**src/rtl/router_tx_pkg.sv**
```systemverilog
// Shared types and defaults for the router output-port transmitter.
package router_tx_pkg;

  localparam int DATA_W_DEF      = 32;
  localparam int ACK_TIMEOUT_DEF = 255;
  localparam int CNT_W           = $clog2(ACK_TIMEOUT_DEF + 1);

  typedef enum logic {
    TX_IDLE,
    TX_SEND
  } tx_state_t;

  // Width of a counter that must reach 'limit' inclusive.
  function automatic int cnt_width(input int limit);
    return $clog2(limit + 1);
  endfunction

endpackage

```
**src/rtl/router_oport_ack_tx_if.sv**
```systemverilog
// Crossbar-side valid/ready input and downstream valid/ack output of the transmitter.
// master = the transmitter itself, slave = crossbar plus downstream peer.
interface router_oport_ack_tx_if
  import router_tx_pkg::*;
#(
  parameter int DATA_W = DATA_W_DEF
);

  logic              in_valid;
  logic [DATA_W-1:0] in_data;
  logic              in_ready;
  logic              out_valid;
  logic [DATA_W-1:0] out_data;
  logic              out_ack;

  modport master (
    input  in_valid, in_data, out_ack,
    output in_ready, out_valid, out_data
  );

  modport slave (
    output in_valid, in_data, out_ack,
    input  in_ready, out_valid, out_data
  );

endinterface

```
**src/rtl/router_tx_fifo.sv**
```systemverilog
// Synchronous FIFO exposing head and head+1 so the sender can reload on the pop edge.
// Write-to-readable latency 1 cycle; caller never pushes when full nor pops when empty.
module router_tx_fifo
  import router_tx_pkg::*;
#(
  parameter int DATA_W = DATA_W_DEF,
  parameter int DEPTH  = 4
) (
  input  logic                     clk,
  input  logic                     reset,
  input  logic                     push,
  input  logic [DATA_W-1:0]        push_dat,
  input  logic                     pop,
  output logic [DATA_W-1:0]        head_dat,
  output logic [DATA_W-1:0]        next_dat,
  output logic [$clog2(DEPTH):0]   count
);

  localparam int PTR_W = $clog2(DEPTH);

  logic [DATA_W-1:0] mem_q [DEPTH];
  logic [DATA_W-1:0] mem_d [DEPTH];
  logic [PTR_W-1:0]  wr_ptr_q, wr_ptr_d;
  logic [PTR_W-1:0]  rd_ptr_q, rd_ptr_d;
  logic [PTR_W-1:0]  rd_nxt;
  logic [PTR_W:0]    count_q, count_d;

  assign rd_nxt   = rd_ptr_q + PTR_W'(1);
  assign head_dat = mem_q[rd_ptr_q];
  assign next_dat = mem_q[rd_nxt];
  assign count    = count_q;

  always_comb begin
    mem_d    = mem_q;
    wr_ptr_d = wr_ptr_q;
    rd_ptr_d = rd_ptr_q;
    count_d  = count_q;
    if (push) begin
      mem_d[wr_ptr_q] = push_dat;
      wr_ptr_d        = wr_ptr_q + PTR_W'(1);
    end
    if (pop) begin
      rd_ptr_d = rd_nxt;
    end
    case ({push, pop})
      2'b10:   count_d = count_q + (PTR_W+1)'(1);
      2'b01:   count_d = count_q - (PTR_W+1)'(1);
      default: count_d = count_q;
    endcase
  end

  always_ff @(posedge clk or posedge reset) begin
    if (reset) begin
      wr_ptr_q <= '0;
      rd_ptr_q <= '0;
      count_q  <= '0;
    end else begin
      wr_ptr_q <= wr_ptr_d;
      rd_ptr_q <= rd_ptr_d;
      count_q  <= count_d;
    end
  end

  // Storage needs no reset: occupancy alone decides what is valid.
  always_ff @(posedge clk) begin
    mem_q <= mem_d;
  end

endmodule

```
**src/rtl/router_oport_ack_tx.sv**
```systemverilog
// Output-port sender: buffers crossbar flits, holds each on out_valid/out_data until out_ack.
// Push-to-out_valid 2 cycles; in_ready drops when full; a sticky flag reports a stalled ack.
module router_oport_ack_tx
  import router_tx_pkg::*;
#(
  parameter int DATA_W      = DATA_W_DEF,
  parameter int DEPTH       = 4,
  parameter int ACK_TIMEOUT = ACK_TIMEOUT_DEF
) (
  input  logic                   clk,
  input  logic                   reset,
  router_oport_ack_tx_if.master  bus,
  input  logic                   err_clr,
  output logic                   err_timeout,
  output logic [$clog2(DEPTH):0] fifo_count
);

  localparam int CW     = $clog2(DEPTH) + 1;
  localparam int WAIT_W = cnt_width(ACK_TIMEOUT);
  localparam logic [WAIT_W-1:0] WAIT_MAX = WAIT_W'(ACK_TIMEOUT);

  tx_state_t         state_q, state_d;
  logic              out_valid_q, out_valid_d;
  logic [DATA_W-1:0] out_data_q, out_data_d;
  logic [WAIT_W-1:0] wait_q, wait_d;
  logic              err_q, err_d;

  logic              push, pop;
  logic [DATA_W-1:0] head_dat, next_dat;
  logic [CW-1:0]     count;

  assign bus.in_ready  = (count < CW'(DEPTH));
  assign push          = bus.in_valid && bus.in_ready;
  assign pop           = (state_q == TX_SEND) && bus.out_ack;
  assign bus.out_valid = out_valid_q;
  assign bus.out_data  = out_data_q;
  assign err_timeout   = err_q;
  assign fifo_count    = count;

  router_tx_fifo #(
    .DATA_W (DATA_W),
    .DEPTH  (DEPTH)
  ) u_fifo (
    .clk      (clk),
    .reset    (reset),
    .push     (push),
    .push_dat (bus.in_data),
    .pop      (pop),
    .head_dat (head_dat),
    .next_dat (next_dat),
    .count    (count)
  );

  always_ff @(posedge clk or posedge reset) begin
    if (reset) begin
      state_q <= TX_IDLE;
    end else begin
      state_q <= state_d;
    end
  end

  // A flit pushed on the final-ack edge is not yet readable, so SEND drains to IDLE first.
  always_comb begin
    state_d = state_q;
    unique case (state_q)
      TX_IDLE: if (count != '0) state_d = TX_SEND;
      TX_SEND: if (bus.out_ack && count == CW'(1)) state_d = TX_IDLE;
      default: state_d = TX_IDLE;
    endcase
  end

  always_comb begin
    out_valid_d = (state_d == TX_SEND);
    out_data_d  = out_data_q;
    if (state_q == TX_IDLE && state_d == TX_SEND) begin
      out_data_d = head_dat;
    end else if (pop && state_d == TX_SEND) begin
      out_data_d = next_dat;
    end

    wait_d = '0;
    if (state_q == TX_SEND && !bus.out_ack) begin
      wait_d = (wait_q == WAIT_MAX) ? wait_q : wait_q + WAIT_W'(1);
    end

    // Set has priority over clear.
    err_d = err_q;
    if (wait_q == WAIT_MAX) begin
      err_d = 1'b1;
    end else if (err_clr) begin
      err_d = 1'b0;
    end
  end

  always_ff @(posedge clk or posedge reset) begin
    if (reset) begin
      out_valid_q <= 1'b0;
      out_data_q  <= '0;
      wait_q      <= '0;
      err_q       <= 1'b0;
    end else begin
      out_valid_q <= out_valid_d;
      out_data_q  <= out_data_d;
      wait_q      <= wait_d;
      err_q       <= err_d;
    end
  end

endmodule

```
**src/flat_wrapper.sv**
```systemverilog
// flat-port wrapper written by rule: the top's interface ports become plain ports
module router_oport_ack_tx_flat import router_tx_pkg::*;
#(
  parameter int DATA_W      = DATA_W_DEF,
  parameter int DEPTH       = 4,
  parameter int ACK_TIMEOUT = ACK_TIMEOUT_DEF
)
  (clk, reset, err_clr, err_timeout, fifo_count, bus_in_valid, bus_in_data, bus_out_ack, bus_in_ready, bus_out_valid, bus_out_data);
  router_oport_ack_tx_if #(.DATA_W(DATA_W)) bus_i ();
  input  logic clk;
  input  logic reset;
  input  logic err_clr;
  output logic err_timeout;
  output logic [$clog2(DEPTH):0] fifo_count;
  input wire logic [$bits(bus_i.in_valid)-1:0] bus_in_valid;
  input wire logic [$bits(bus_i.in_data)-1:0] bus_in_data;
  input wire logic [$bits(bus_i.out_ack)-1:0] bus_out_ack;
  output wire logic [$bits(bus_i.in_ready)-1:0] bus_in_ready;
  output wire logic [$bits(bus_i.out_valid)-1:0] bus_out_valid;
  output wire logic [$bits(bus_i.out_data)-1:0] bus_out_data;
  assign bus_i.in_valid = bus_in_valid;
  assign bus_i.in_data = bus_in_data;
  assign bus_i.out_ack = bus_out_ack;
  assign bus_in_ready = bus_i.in_ready;
  assign bus_out_valid = bus_i.out_valid;
  assign bus_out_data = bus_i.out_data;
  router_oport_ack_tx #(.DATA_W(DATA_W), .DEPTH(DEPTH), .ACK_TIMEOUT(ACK_TIMEOUT)) u_core (.clk(clk), .reset(reset), .bus(bus_i), .err_clr(err_clr), .err_timeout(err_timeout), .fifo_count(fifo_count));
endmodule
```
**config.mk**
```make
export PLATFORM = sky130hd
export DESIGN_NAME = router_oport_ack_tx_flat
export DESIGN_NICKNAME = d
export VERILOG_FILES = /design/src/rtl/router_tx_pkg.sv /design/src/rtl/router_oport_ack_tx_if.sv /design/src/rtl/router_tx_fifo.sv /design/src/rtl/router_oport_ack_tx.sv /design/src/flat_wrapper.sv
export SDC_FILE = /design/constraint.sdc
export NUM_CORES = 1
export LEC_CHECK = 0
export ABC_AREA = 1
export CORE_UTILIZATION = 53
export CTS_CLUSTER_SIZE = 24
export DETAILED_ROUTE_END_ITERATION = 8
export GPL_ROUTABILITY_DRIVEN = 0
export PLACE_DENSITY = 0.77
export SYNTH_ARGS = -nofsm -noshare
export SYNTH_HDL_FRONTEND = slang
export SYNTH_SLANG_ARGS = --single-unit
```
**constraint.sdc**
```tcl
create_clock -name clk -period 2.45 [get_ports clk]
set_input_delay 0.49 -clock clk [delete_from_list [all_inputs] [get_ports clk]]
set_output_delay 0.49 -clock clk [all_outputs]
set_load 0.02 [all_outputs]
```
==> results of run 1 <==
## metal layers
metal | routed length, µm | up-vias | GRT usage | share of wire
li1 | - | 3563 | - | -
met1 | 8813 | 3395 | 0.3228 | 0.42
met2 | 10410 | 254 | 0.4304 | 0.50
met3 | 1267 | 32 | 0.04789 | 0.061
met4 | 365 | 0 | 0.09770 | 0.018
met5 | 0 | - | 0 | 0
## area by class of cell
class / instances / area share
well taps: 220 / 0.02601
clock buffers: 17 / 0.04020
repair buffers: 95 / 0.09080
clock inverters: 15 / 0.01868
inverters: 157 / 0.05581
multi-input cells: 722 / 0.2893
flip-flops and latches: 177 / 0.4792
## worst paths after layout
path / from / end / slack, ns / depth (start not counted)
worst max-delay path: u_core.u_fifo.count[2] / bus_in_ready / 0.38 / 2
worst min-delay path: reset / u_core.bus.out_data[14] / 0.43 / 3
worst max register to register: u_core.u_fifo.count[2] / u_core.u_fifo.count[2] / 0.69 / 6
worst min register to register: u_core.err_timeout / u_core.err_timeout / 0.52 / 2
max in group asynchronous: reset / u_core.u_fifo.rd_ptr_q[0] / 1.77 / 3
min in group clk: u_core.err_timeout / u_core.err_timeout / 0.52 / 2
## cell usage in the layout (no fill, tap or decap), types with 3 or more instances in the layout
| cell | instances |
|---|---|
| buf_12 | 5 |
| buf_4 | 16 |
| bufinv_16 | 3 |
| clkbuf_16 | 17 |
| clkdlybuf4s50_1 | 74 |
| dfrtp_1 | 48 |
| edfxtp_1 | 128 |
| ha_1 | 10 |
| inv_1 | 154 |
| inv_6 | 3 |
| inv_8 | 4 |
| nand2_1 | 541 |
| nand2_2 | 4 |
| nand3_1 | 142 |
| nand4_1 | 3 |
| nor2_1 | 5 |
| nor2_4 | 4 |
| o21ai_0 | 4 |
| xor2_1 | 3 |
## sequential cells by signal, summed over array words and instances (netlist names)
register / flops
u_core.wait_q: 8
u_core.u_fifo.count: 3
u_core.u_fifo.mem_q: 128
u_core.bus.out_data: 32
u_core.state_q: 1
u_core.u_fifo.wr_ptr_q: 2
u_core.u_fifo.rd_ptr_q: 2
u_core.err_timeout: 1
## worst max-delay path, cell delays in order, from the launching register on
cell	delay, ns
dfrtp_1	0.41
inv_1	0.12
clkdlybuf4s50_1	0.61
## power by group through the flow
stage	Clock [mW]	Combinational [mW]	Sequential, mW
2_1_floorplan	0	3.81	4.64
3_3_place_gp	0	5.62	4.39
3_5_place_dp	0	5.78	4.38
4_1_cts	2.91	5.84	4.34
5_1_grt	3.02	6.52	4.41
6_report	2.88	5.83	4.34
## cell families after synthesis
group / share of synthesized area
flops: 0.5609
fa+ha+maj: 0.01384
compound gates: 0.002768
simple gates: 0.3140
xor+xnor: 0.004846
buf+inv: 0.1037
## stage by stage
stage,total power [mW],instances,area [µm²],worst slack [ns]
global placement,10.01,1371,9960,0.2931
finish,13.06,1403,10580,0.3837
CTS,13.09,1403,10580,0.3685
global route,13.95,1403,10580,0.3198
detailed placement,10.16,1371,9960,0.2670
floorplan,8.458,1111,9039,-0.2569
==> out/metrics.cfg, run 1 <==
[logic_synthesis]
yosysWarnings = 0
synth.net_count = 1158
synth.distinct_cells = 21
ys.flop_type = edfxtp_1
async_reset_ff_frac = 0.2768
synth_edf_count = 128
synth.top_cell.area_share = 0.4252
ys_ff_latch = 177
yosysMostFrequentCell = nand2_1
synthTopCellsByArea = edfxtp_1, nand2_1, dfrtp_1
synthCells = 1111
syn_avg_cell_area_um2 = 8.136
yosys-top-cells-count = nand2_1, inv_1, nand3_1
syn-cell-area_um2 = 9039
ys_seq_area_frac = 0.5609
yosys.area.top_type = edfxtp_1

[power]
peakVddDrop_mv = 0.7844
p_int_mw = 7.628
seq_power_share = 0.333
powerDensity_nw_per_um2 = 1234
p_leak_nw = 5.200
p_comb_frac = 0.447
power.switching_mw = 5.428
p_sw_frac = 0.4157
pwr-share-clk = 0.220

[die]
die-area_um2 = 17580
core_um2 = 16640
pin_count = 75
die_w_um = 132.6
rows = 47
start_util = 0.5431
die_h_um = 132.6

[drt]
drc = 0
dr_total_vias = 7244
drt_first_pass_iters = 5
routed_wl_um = 20850
wire_per_inst_um = 14.86
drt_iter0_markers = 584
viasPerCell = 5.163
detail-route-antenna-nets = 0

[cells_and_area]
fill_cells = 1354
flow.area_growth_from_synthesis_pct = 17.08
final_nets = 1217
antenna_cells = 0
seqCellArea_um2 = 5071
multi_input_area_um2 = 3062
final_util = 0.6359
drive_gt1_frac = 0.05495

[sta]
grt_setup_unrepaired = no
tightest_slew_ns = 0.7704
fin_skew_ns = 0.005888
whs_ns = 0.4278
setup-tns-final_ns = 0
slew_violations = 0
max_slew_margin = 0.4864
post-route-period-util = 0.8434
setup_viol_count_final = 0
hold_violations = 0
post-route-min-period_ns = 2.066
clock.fmax_ghz = 0.4840

[flow_run]
maxCapViolations = 0

[grt]
grt_pass1_wl_um = 34630
antenna_found_initial = 0
grt_overflow = 0
grt_pass1_vias = 7173
grt_max_degree = 129
track_usage = 0.2538

[clocking]
cts.clk_slew.worst_paths_ns = 0.07
clockBufferDepth = 2
postCtsHoldBufs = 0
clk_latency_ns = 0.43
cts_tree = built
cts_setup_buffers = 0
h-tree-depth = 4
cts_resized = 0
cts.sinks = 177
cts_root_buf = clkbuf_16
cts_buffers = 17

[critical_path]
crit_path_start_kind = flop
critPathCaptureType = primary output
critPathKind = flop to primary output
critPathArrivalTime_ns = 1.58
cp_max_fo = 4
critPathRequiredTime_ns = 1.96

[placement]
io_buffers = 74
hpwl_um = 11820

[hold_path]
min_path_type = input port to async pin

[run_status]
outcome = complete, no violations

No activity file was read; power rests on OpenSTA's default activity.
==> run 2: changes to the inputs <==
Settings changed: CORE_UTILIZATION 53 to 55, PLACE_DENSITY 0.77 to 0.76.
Clock period 2.45 ns to 2.1 ns, I/O delays scaled along.
==> run 2 against run 1 <==
  * Non-clock buffer count is 10 higher
  * Sequential power increased by 16%
  * Utilization up 3.5 points
  * Clock-buffer cell count up 3
  * Final cell count rose by 0.43%
  * Critical path type unchanged
  * Final area increased by 1.1%
  * Worst setup slack worse by 0.20 ns
  * First-iteration DRC count grew 9.4%
  * Power rose by 16%
==> out/metrics.cfg, run 2 (synthesized netlist as in run 1, its figures left out) <==
[grt]
grt_pass1_wl_um = 33420
grt_overflow = 0
track_usage = 0.2640
grt_max_degree = 97
antenna_found_initial = 0
grt_pass1_vias = 6884

[drt]
drt_iter0_markers = 639
dr_total_vias = 7272
drt_first_pass_iters = 5
viasPerCell = 5.161
wire_per_inst_um = 14.74
detail-route-antenna-nets = 0
routed_wl_um = 20770
drc = 0

[hold_path]
min_path_type = input port to async pin

[cells_and_area]
final_cell_mix = nand2_1, inv_1, nand3_1, edfxtp_1, clkdlybuf4s50_1
seqCellArea_um2 = 5071
antenna_cells = 0
multi_input_area_um2 = 3062
regMostFlops = u_core.u_fifo.mem_q
final_common_cell = nand2_1
final_nets = 1227
largest_register_ffs = 128
fill_cells = 1223
drive_gt1_frac = 0.06119
flow.area_growth_from_synthesis_pct = 18.36

[sta]
setup-tns-final_ns = 0
clock.fmax_ghz = 0.5206
setup_viol_count_final = 0
max_slew_margin = 0.4879
whs_ns = 0.2928
fin_skew_ns = 0.006723
postLayoutSetupSlackWorst_ns = 0.1792
slew_violations = 0
post-route-min-period_ns = 1.921
tightest_slew_ns = 0.7681
post-route-period-util = 0.9147
grt_setup_unrepaired = no
hold_violations = 0

[critical_path]
critPathMaxStageDelay_ns = 0.64
critPathCaptureType = primary output
critPathRequiredTime_ns = 1.68
cp_max_fo = 5
critPathArrivalTime_ns = 1.50
r2r_cells = 8
worst-path-buf-inv = 1
critical_path_depth = 1
critPathKind = flop to primary output
critPathSlowestCell = clkdlybuf4s50_1
crit_path_start_kind = flop
critPathTopFamily = buffers and inverters
path_cells = clkdlybuf4s50_1

[power]
p_leak_nw = 5.256
powerDensity_nw_per_um2 = 1422
peakVddDrop_mv = 0.9307

[clocking]
h-tree-depth = 4
cts_buffers = 17
cts_root_buf = clkbuf_16
cts.sinks = 177
cts.clk_slew.worst_paths_ns = 0.06
clk_latency_ns = 0.43
clockBufferDepth = 2
postCtsHoldBufs = 0
cts_tree = built

[placement]
hpwl_um = 12680
post-place-ws_ns = 0.1049
io_buffers = 74

[die]
start_util = 0.5669
die_w_um = 130.2
die_h_um = 130.2
die-area_um2 = 16950
rows = 46
pin_count = 75
core_um2 = 15940

[run_status]
outcome = complete, no violations

[flow_run]
maxCapViolations = 0

-- run 2: cell count changes in the layout (fill, tap and decap cells not counted) --
cell / before / now
clkbuf_1: 0 / 2
clkdlybuf4s50_1: 74 / 73
clkinvlp_4: 2 / 3
buf_12: 5 / 12
inv_8: 4 / 0
dlymetal6s2s_1: 0 / 1
clkbuf_8: 0 / 1
clkinv_2: 1 / 3
inv_6: 3 / 2
buf_4: 16 / 19
bufinv_16: 3 / 2
-- run 2: metal layers --
| layer | GRT usage | share of wire |
|---|---|---|
| met3 | 0.04838 | 0.067 |
| met2 | 0.4421 | 0.49 |
| met5 | 0 | 0 |
| met1 | 0.3414 | 0.42 |
| met4 | 0.1026 | 0.018 |
-- run 2: path summary, 6_finish.rpt --
path,slack (ns),to,from
min,0.29,u_core.wait_q[0],reset
max in group asynchronous,1.18,u_core.bus.out_data[21],reset
max,0.18,fifo_count[0],u_core.u_fifo.count[0]
min reg2reg,0.52,u_core.err_timeout,u_core.err_timeout
max reg2reg,0.44,u_core.bus.out_data[5],u_core.u_fifo.count[1]
min in group clk,0.52,u_core.err_timeout,u_core.err_timeout
-- run 2: worst register-to-register path, delay by kind of cell, from the launching register on --
family	cells	cell delay, ns
flip-flops	1	0.42
adder cells (fa/ha/maj)	1	0.15
buffers and inverters	3	0.45
AND/OR/NAND/NOR	4	0.52
-- run 2: report_power, final --
group	total (mW)	internal (mW)	switching [mW]
registers	5.04	4.59	0.447
clock network	3.12	1.78	1.34
logic	7.05	2.57	4.47
total	15.2	8.95	6.26
-- run 2: metrics by stage --
step                std cells  total power [mW]  utilization  instance area (µm²)
floorplan                1111             9.873            -                 9049
global placement         1377             11.94       0.6346                10120
detailed placement       1377             12.07       0.6346                10120
CTS                      1409             15.23       0.6709                10700
global route             1409             16.27       0.6710                10700
finish                   1409             15.21       0.6710                10700
-- run 2: final cells by class --
| class | count | share of cell area |
|---|---|---|
| flip-flops and latches | 177 | 0.4740 |
| well taps | 216 | 0.02526 |
| inverters | 157 | 0.05520 |
| repair buffers | 105 | 0.1053 |
| clock inverters | 12 | 0.01228 |
| clock buffers | 20 | 0.04175 |
| multi-input cells | 722 | 0.2862 |
-- run 2: timing repair --
action / in CTS / in global routing
resized for setup: 0 / 1
endpoints found under the setup margin: 0 / 1
setup buffers: 0 / 0
